[src/rtl/avl_bus_arbiter.sv]
// avl_bus_arbiter: shares one Avalon-style slave port between MASTER_NUM
// masters. Commands are granted round-robin, and a grant is held while the
// slave stalls. Read responses return in order through a master-ID FIFO.
// Command and response paths are combinational. All state is on clk.
module avl_bus_arbiter #(
  parameter int MASTER_NUM      = 4,
  parameter int MAX_OUTSTANDING = 4,
  localparam int IDW = (MASTER_NUM > 1) ? $clog2(MASTER_NUM) : 1,
  localparam int PW  = (MAX_OUTSTANDING > 1) ? $clog2(MAX_OUTSTANDING) : 1,
  localparam int CW  = PW + 1
) (
  input  logic                       clk,
  input  logic                       rest,
  // master side
  input  logic [MASTER_NUM*32-1:0]   m_address,
  input  logic [MASTER_NUM*4-1:0]    m_byte_en,
  input  logic [MASTER_NUM-1:0]      m_read,
  input  logic [MASTER_NUM-1:0]      m_write,
  input  logic [MASTER_NUM*32-1:0]   m_write_data,
  output logic [MASTER_NUM-1:0]      m_request_ready,
  output logic [31:0]                m_read_data,
  output logic [MASTER_NUM-1:0]      m_read_data_valid,
  input  logic [MASTER_NUM-1:0]      m_resp_ready,
  // slave side
  output logic [31:0]                s_address,
  output logic [3:0]                 s_byte_en,
  output logic                       s_read,
  output logic                       s_write,
  output logic [31:0]                s_write_data,
  input  logic                       s_request_ready,
  input  logic [31:0]                s_read_data,
  input  logic                       s_read_data_valid,
  output logic                       s_resp_ready,
  // status
  output logic [CW-1:0]              outstanding,
  output logic                       err
);

  // arbitration state
  logic [IDW-1:0] rr_ptr;
  logic           lock_valid;
  logic [IDW-1:0] lock_id;

  // read-ID FIFO state
  logic [IDW-1:0] fifo_mem [MAX_OUTSTANDING];
  logic [PW-1:0]  wr_ptr;
  logic [PW-1:0]  rd_ptr;
  logic [CW-1:0]  count;

  // combinational arbitration and command signals
  logic [MASTER_NUM-1:0] req;
  logic                  arb_valid;
  logic [IDW-1:0]        arb_id;
  logic                  grant_valid;
  logic [IDW-1:0]        grant;
  logic                  g_read;
  logic                  g_write;
  logic                  cmd_read;
  logic                  fifo_full;
  logic                  accept;
  logic                  push;

  // combinational response signals
  logic [IDW-1:0] head;
  logic           has_out;
  logic           head_ready;
  logic           pop;

  assign req       = m_read | m_write;
  assign fifo_full = (count == CW'(MAX_OUTSTANDING));
  assign has_out   = (count != '0);
  assign head      = fifo_mem[rd_ptr];

  // Round-robin scan: the first requester at or after rr_ptr wins.
  always_comb begin
    // NOTE: every always_comb output gets a default first, so no path leaves it unassigned (no latch).
    arb_valid = 1'b0;
    arb_id    = '0;
    for (int k = 0; k < MASTER_NUM; k++) begin
      if (!arb_valid && req[IDW'((int'(rr_ptr) + k) % MASTER_NUM)]) begin
        arb_valid = 1'b1;
        arb_id    = IDW'((int'(rr_ptr) + k) % MASTER_NUM);
      end
    end
  end

  // A held grant overrides the scan. Mux the granted master's command fields.
  always_comb begin
    grant_valid  = lock_valid | arb_valid;
    grant        = lock_valid ? lock_id : arb_id;
    g_read       = 1'b0;
    g_write      = 1'b0;
    s_address    = '0;
    s_byte_en    = '0;
    s_write_data = '0;
    for (int i = 0; i < MASTER_NUM; i++) begin
      if (grant_valid && grant == IDW'(i)) begin
        g_read       = m_read[i];
        g_write      = m_write[i];
        s_address    = m_address[32*i +: 32];
        s_byte_en    = m_byte_en[4*i +: 4];
        s_write_data = m_write_data[32*i +: 32];
      end
    end
  end

  // A read+write command is issued as a write. A read waits while the ID FIFO is full.
  // Reset forces every strobe low, even though the grant logic still sees requests.
  always_comb begin
    cmd_read        = g_read & ~g_write;
    s_write         = rest & g_write;
    s_read          = rest & cmd_read & ~fifo_full;
    accept          = (s_read | s_write) & s_request_ready;
    push            = accept & s_read;
    m_request_ready = '0;
    for (int i = 0; i < MASTER_NUM; i++) begin
      if (grant == IDW'(i)) m_request_ready[i] = accept;
    end
  end

  // Route the response to the FIFO head. With nothing outstanding, it is dropped.
  always_comb begin
    head_ready        = 1'b0;
    m_read_data_valid = '0;
    for (int i = 0; i < MASTER_NUM; i++) begin
      if (head == IDW'(i)) begin
        head_ready           = m_resp_ready[i];
        m_read_data_valid[i] = s_read_data_valid & has_out;
      end
    end
    s_resp_ready = head_ready & has_out;
    pop          = s_read_data_valid & s_resp_ready;
  end

  assign m_read_data = s_read_data;
  assign outstanding = count;

  // Advance priority on accept. Hold the grant on a stall. Release the grant if its master withdraws.
  always_ff @(posedge clk or negedge rest) begin
    // NOTE: sequential state uses non-blocking assignments so all registers update from pre-edge values.
    if (!rest) begin
      rr_ptr     <= '0;
      lock_valid <= 1'b0;
      lock_id    <= '0;
    end else if (accept) begin
      rr_ptr     <= (grant == IDW'(MASTER_NUM - 1)) ? '0 : grant + 1'b1;
      lock_valid <= 1'b0;
    end else if (lock_valid && !(g_read || g_write)) begin
      lock_valid <= 1'b0;
    end else if (grant_valid) begin
      lock_valid <= 1'b1;
      lock_id    <= grant;
    end
  end

  // Read-ID FIFO pointers and occupancy. A push and a pop in the same cycle leave count unchanged.
  always_ff @(posedge clk or negedge rest) begin
    if (!rest) begin
      wr_ptr <= '0;
      rd_ptr <= '0;
      count  <= '0;
    end else begin
      if (push) wr_ptr <= wr_ptr + 1'b1;
      if (pop)  rd_ptr <= rd_ptr + 1'b1;
      case ({push, pop})
        2'b10:   count <= count + 1'b1;
        2'b01:   count <= count - 1'b1;
        default: count <= count;
      endcase
    end
  end

  // Store the ID of each accepted read in issue order.
  always_ff @(posedge clk) begin
    // NOTE: ID storage has no reset; an entry is read only after it has been written, and the count guards it.
    if (push) fifo_mem[wr_ptr] <= grant;
  end

  // Sticky protocol-error flag, cleared only by reset.
  always_ff @(posedge clk or negedge rest) begin
    if (!rest) begin
      err <= 1'b0;
    end else if ((lock_valid && !(g_read || g_write)) ||
                 (g_read && g_write) ||
                 (s_read_data_valid && !has_out)) begin
      err <= 1'b1;
    end
  end

endmodule

[config.mk]
export PLATFORM = sky130hd
export DESIGN_NAME = avl_bus_arbiter
export DESIGN_NICKNAME = d
export VERILOG_FILES = /design/src/rtl/avl_bus_arbiter.sv
export SDC_FILE = /design/constraint.sdc
export NUM_CORES = 1
export LEC_CHECK = 0
export ABC_AREA = 1
export ABC_CLOCK_PERIOD_IN_PS = 3550
export BUFFER_PORTS_ARGS = -buffer_cell sky130_fd_sc_hd__buf_4
export CAP_MARGIN = 10
export CORE_AREA = 2 2 170 172
export CTS_CLUSTER_SIZE = 8
export DETAILED_ROUTE_END_ITERATION = 10
export DIE_AREA = 0 0 172 174
export PLACE_DENSITY = 0.45
export SLEW_MARGIN = 20
export SYNTH_ARGS = -nofsm -noshare
export SYNTH_HDL_FRONTEND = slang
export SYNTH_SLANG_ARGS = --single-unit
[constraint.sdc]
create_clock -name clk -period 3.55 [get_ports clk]
set_clock_uncertainty 0.2 [all_clocks]
set_input_delay 0 -clock clk [delete_from_list [all_inputs] [get_ports clk]]
set_output_delay 0 -clock clk [all_outputs]
set_load 0.02 [all_outputs]
==> results of run 1 <==
-- power groups by stage --
stage	sequential (mW)	combinational (mW)	clock, mW
2_1_floorplan	0.445	5.94	0
3_3_place_gp	0.454	9.75	0
3_5_place_dp	0.456	9.72	0
4_1_cts	0.450	10.0	0.252
5_1_grt	0.469	11.9	0.266
6_report	0.456	11.0	0.243
-- final timing paths --
check	startpoint	end
max in group asynchronous	rest	rr_ptr[1]
hold / removal	m_resp_ready[3]	rd_ptr[0]
min in group asynchronous	rest	outstanding[0]
hold reg to reg	lock_id[0]	lock_id[0]
setup reg to reg	rr_ptr[0]	outstanding[2]
setup / recovery	rr_ptr[0]	outstanding[2]
-- worst max-delay path, delay by kind of cell (launching register included) --
kind / cells / cell delay, ns
xor gates and xnor gates: 1 / 0.12
DFF: 1 / 0.45
AOI/OAI and AO/OA: 5 / 0.67
buffers and inverters: 4 / 0.35
adders and majority gates: 3 / 0.76
and+or+nand+nor: 9 / 0.84
-- metrics by stage --
stage	total power, mW	setup WS (ns)	instance area (sq um)	hold WS (ns)	TNS [ns]
after floorplan	6.38	0.0402	4260	-0.496	0
after global placement	10.2	-0.0486	7260	-0.317	-0.0638
after detailed placement	10.2	-0.0703	7260	-0.317	-0.131
after CTS	10.7	-0.0210	7790	0.0753	-0.0236
after global routing	12.6	-0.180	8270	0.126	-2.26
final	11.7	0.0161	8270	0.0775	0
-- cell type report --
class / count / area, sq um / share of cell area
sequential: 21 / 568 / 0.0687
clock inverter: 1 / 5.00 / 0.000605
clock buffer: 3 / 75.1 / 0.00908
timing repair buffer: 443 / 3650 / 0.442
tap: 384 / 480 / 0.0581
inverter: 108 / 430 / 0.0521
multi-input combinational: 560 / 3060 / 0.370
-- what timing repair did --
| item | CTS | global route |
|---|---|---|
| endpoints found under the setup margin | 30 | 79 |
| gates cloned | 1 | 5 |
| hold buffers | 36 | 0 |
| buffers inserted | 1 | 9 |
| hold endpoints to repair | 51 | 0 |
| gates resized for setup | 10 | 75 |
| pin swaps | 0 | 23 |
-- cells in the final DEF (no fill, tap or decap), types with 6 or more instances in the layout --
master / n
buf_4: 386
nand2_1: 240
inv_1: 98
nor2_1: 82
a31oi_1: 68
o22ai_1: 63
dlygate4sd3_1: 36
nand2_2: 17
nand3_1: 17
dfrtp_1: 11
nor2_2: 8
clkbuf_16: 8
edfxtp_1: 8
buf_12: 8
nand2_4: 7
nand3_2: 7
buf_6: 6
-- sequential cells by signal, indices dropped and copies added (netlist names) --
name,count
err,1
fifo_mem,8
lock_id,2
lock_valid,1
outstanding,3
rd_ptr,2
rr_ptr,2
wr_ptr,2
-- kinds of logic (layout without fill, tap and decap cells) --
family	after synthesis	in the layout
AOI/OAI and AO/OA	155	155
xor gates and xnor gates	5	5
adders and majority gates	10	10
buffers and inverters	192	555
DFF	21	21
and+or+nand+nor	390	390
-- Yosys cell counts, types with 2 or more instances --
cell,number,share of area
dfrtp_1,13,0.077
a21oi_1,5,0.0059
nor2_1,90,0.080
inv_1,102,0.091
nand3_2,7,0.017
buf_6,2,0.0053
xor2_1,3,0.0062
buf_1,2,0.0018
nor3_1,2,0.0024
o21ai_1,2,0.0024
o22ai_1,68,0.10
nand3_1,20,0.024
o211ai_1,2,0.0036
clkbuf_1,30,0.027
buf_4,35,0.062
nand2_1,251,0.22
ha_1,9,0.027
nand2_2,13,0.019
inv_2,4,0.0036
buf_2,15,0.018
xnor2_1,2,0.0042
a31oi_1,70,0.10
o21ai_0,5,0.0059
nor2_2,2,0.0030
edfxtp_1,8,0.057
-- routing by layer --
layer  part of all wire  wire length, um
met5                  0                0
met4              0.013              309
met3              0.077             1890
met2               0.50            12300
met1               0.41            10000
==> run summary, run 1 <==
P_sw = 6.77 mW
Post-synth EDFFs = 8
Main synth FF type = dfrtp_1
first-pass GRT wire length = 33.4 mm
CTS buffer count = 3
met2 usage = 0.267
core area = 28200 sq um
share of layout cells above drive strength 1 = 0.431
routed wire length = 24.6 mm
TritonCTS clock tree = built
Synth Area in Compound Gates = 0.230
Slew Limit Fails = 0
ant diodes = 0
cell area after synthesis = 4220 sq um
non-filler cells, final = 1520
nets = 1467
Routed wire per std cell = 16.2 um
worst-path fanout max = 8
Fin. Hold Viols = 0
port buffer count = 370
relative slew slack = 0.505
clock share of power = 0.021
Sw Share = 0.581
status = completed
filler cell count = 3217
Max-Cap Viols = 0
CTS root buf = clkbuf_16
Worst path max stage delay = 0.45 ns
crit path kind = flop to flop
Comb power frac = 0.940
Die Ht = 174 um
H-tree depth reported by CTS = 1
Int Power = 4.89 mW
Req. time, crit path = 3.49 ns
cells along the critical path = clkinv_4 > nand2_4 > nand2_4 > nand3_4 > nand2_2 > nor2_4 > nand2_2 > inv_2 > o21ai_1 > a31oi_4 > ha_4 > buf_4 > nand3_2 > nand3_4 > a21oi_4 > nand4_4 > ha_4 > inv_4 > fa_2 > a21oi_2 > o21ai_2 > xnor2_1
leakage power = 4.24 nW
placed cells = 1464
ys async rst share = 0.619
drt drc = 0
Antenna Nets Post-Route = 0
Warnings, synthesis = 0
Synth cell types = 36
# IOs = 435
Cells on Worst Hold Path = 5
adder-cell share of the synthesized area = 0.0314
RSZ-0062 raised after global routing = yes
Worst-Skew Late Latency = 0.26 ns
HP Class = input port to flop
synthesized instance count = 773
clock-pin slew on the worst setup and hold paths = 0.06 ns
DR iter-0 viols = 347
post-synthesis mux area share = 0
post-synthesis register bit count = 21
initial antenna violation count = 0
Synth Net Count = 1103
f_max = 283 MHz
Die Wd = 172 um
clock sinks = 21
Final Util = 0.293
drt first pass iters = 5
initial core utilization = 0.150
met1 usage = 0.173
Syn Area/Cell = 5.46 sq um
Slowest cell on crit path = dfrtp_2
Synth Area in XOR/XNOR = 0.0104
Peak VDD IR = 703 uV
die area = 29900 sq um
Via-to-Cell Ratio = 4.26
GRT overflow = 0
final period utilization = 0.995
via count = 6482
gpl congestion = 0.841
main combinational cell family by area after synthesis = simple AND/OR/NAND/NOR gates
Final setup viols = 0
area grow syn2layout = 95.9%
post-synthesis simple-gate area fraction = 0.383
Final HPWL DP = 17.7 mm
reg2reg path depth = 22
post-synthesis sequential area ratio = 0.134
global routing's busiest layer = met2
r2r setup slk = 0.02 ns
number of global-route vias before repair = 6138
critical path arrival = 3.48 ns
GR Layer Usage met3 = 0.0216
Reg power frac = 0.039
min Tclk post-route = 3.53 ns
Cell Pwr Density = 1410 nW/um^2
GRT Total Usage = 0.142
Slew @ Worst Pin = 0.741 ns
crit end category = flop
CP Launch Type = flop
# rows = 62
largest net degree at the start of global routing = 75
Longest Clk Path Bufs = 2
Note: power is estimated with default switching activity, not from simulation.
==> run 2, diff against run 1 <==
==> constraint.sdc (replaced) <==
create_clock -name clk -period 3.55 [get_ports clk]
set_clock_uncertainty 0.2 [all_clocks]
set_input_delay 0.1775 -clock clk [delete_from_list [all_inputs] [get_ports clk]]
set_output_delay 0.1775 -clock clk [all_outputs]
set_load 0.02 [all_outputs]
==> run summary, run 2 (synthesis gave the netlist of run 1 again) <==
clock-pin slew on the worst setup and hold paths = 0.06 ns
Slew @ Worst Pin = 0.459 ns
clock sinks = 21
max reg flops = 8
Final HPWL DP = 17.9 mm
port buffer count = 370
Slew Limit Fails = 0
Fin. Hold Viols = 0
number of global-route vias before repair = 6124
status = finished, violations left
Routed wire per std cell = 17.5 um
crit path kind = flop to flop
placed cells = 1471
Max-Cap Viols = 0
Final setup viols = 3
Most flops, register = fifo_mem
routed wire length = 26.5 mm
TritonCTS clock tree = built
largest net degree at the start of global routing = 75
ant diodes = 0
worst-path fanout max = 7
Req. time, crit path = 3.50 ns
GRT Total Usage = 0.143
f_max = 280 MHz
die area = 29900 sq um
first-pass GRT wire length = 33.7 mm
HP Class = input port to async pin
RSZ-0062 raised after global routing = yes
CTS buffer count = 3
nets = 1462
relative slew slack = 0.692
initial core utilization = 0.150
met2 usage = 0.259
# rows = 62
met1 usage = 0.182
Longest Clk Path Bufs = 2
CP Launch Type = flop
core area = 28200 sq um
final period utilization = 1.01
PnR worst setup slack = -0.0189 ns
Worst-Skew Late Latency = 0.26 ns
Die Ht = 174 um
Via-to-Cell Ratio = 4.30
Die Wd = 172 um
# IOs = 435
GRT overflow = 0
crit end category = flop
share of layout cells above drive strength 1 = 0.513
GR Layer Usage met3 = 0.0216
via count = 6507
commonest non-fill, non-tap cells in the layout = buf_4, nand2_1, inv_1, nor2_1, a31oi_1
critical path arrival = 3.51 ns
non-filler cells, final = 1515
drt first pass iters = 5
CTS root buf = clkbuf_16
Antenna Nets Post-Route = 0
initial antenna violation count = 0
filler cell count = 3130
most common cell after layout, fill and taps aside = buf_4
drt drc = 0
global routing's busiest layer = met2
failing checks = negative setup slack
area grow syn2layout = 113%
H-tree depth reported by CTS = 1
gpl congestion = 0.864
DR iter-0 viols = 304
min Tclk post-route = 3.57 ns
==> run 2: through the flow <==
step	hold WS (ns)	cell area, sq um	utilization	TNS (ns)	worst slack [ns]
after global placement	-0.141	7390	0.262	-0.141	-0.0793
after detailed placement	-0.137	7390	0.262	-0.227	-0.105
after CTS	0.124	7670	0.272	0	0.00563
final	0.124	8990	0.318	-0.0390	-0.0189
after global routing	0.141	8990	0.318	-7.30	-0.195
after floorplan	-0.318	4260	-	0	0.0402
==> run 2: final cells by class <==
| type | count | area (sq um) | share of cell area |
|---|---|---|---|
| clock buffer | 3 | 75.1 | 0.00835 |
| clock inverter | 1 | 5.00 | 0.000557 |
| inverter | 108 | 443 | 0.0493 |
| multi-input combinational | 560 | 3560 | 0.396 |
| sequential | 21 | 568 | 0.0632 |
| tap | 384 | 480 | 0.0535 |
| timing repair buffer | 438 | 3860 | 0.429 |
==> run 2: critical path, cell delays in order (launching register included) <==
cell and delay [ns]:
dfrtp_2 0.45, clkinv_4 0.14, nand2_2 0.09, nand2_2 0.07, nand3_4 0.09, nand2_4 0.06
nor2_4 0.13, nand3_2 0.11, o21ai_2 0.13, o211ai_1 0.10, o21a_2 0.19, inv_4 0.09
ha_4 0.24, buf_4 0.14, nand3_2 0.09, nand3_4 0.12, a21oi_4 0.07, nand4_4 0.08
ha_4 0.15, inv_4 0.03, fa_2 0.36, a21oi_2 0.12, o21ai_1 0.08, xnor2_1 0.13
==> run 2: timing repair <==
| action | CTS | global route |
|---|---|---|
| setup buffers | 2 | 18 |
| gates resized for setup | 22 | 160 |
| endpoints found under the hold margin | 14 | 0 |
| pin swaps | 2 | 62 |
| gates cloned | 2 | 18 |
| hold buffers | 2 | 0 |
| endpoints found under the setup margin | 60 | 83 |
==> run 2: worst paths after layout <==
kind / from / to / slack, ns / cells past startpoint
hold reg to reg: err / err / 0.28 / 1
hold / removal: rest / outstanding[2] / 0.12 / 2
setup / recovery: rr_ptr[0] / outstanding[2] / -0.02 / 23
max in group asynchronous: rest / rr_ptr[1] / 2.82 / 2
min in group clk: s_request_ready / lock_valid / 0.15 / 4
setup reg to reg: rr_ptr[0] / outstanding[2] / -0.02 / 23
==> run 2: routing by layer <==
| layer | up-vias | wire length [um] |
|---|---|---|
| li1 | 3212 | - |
| met1 | 2987 | 10900 |
| met2 | 278 | 13300 |
| met3 | 30 | 1890 |
| met4 | 0 | 342 |
| met5 | - | 0 |
Power of run 2 is not shown: default switching activity piles up to over one toggle a cycle in this logic, so the estimate is an artifact.
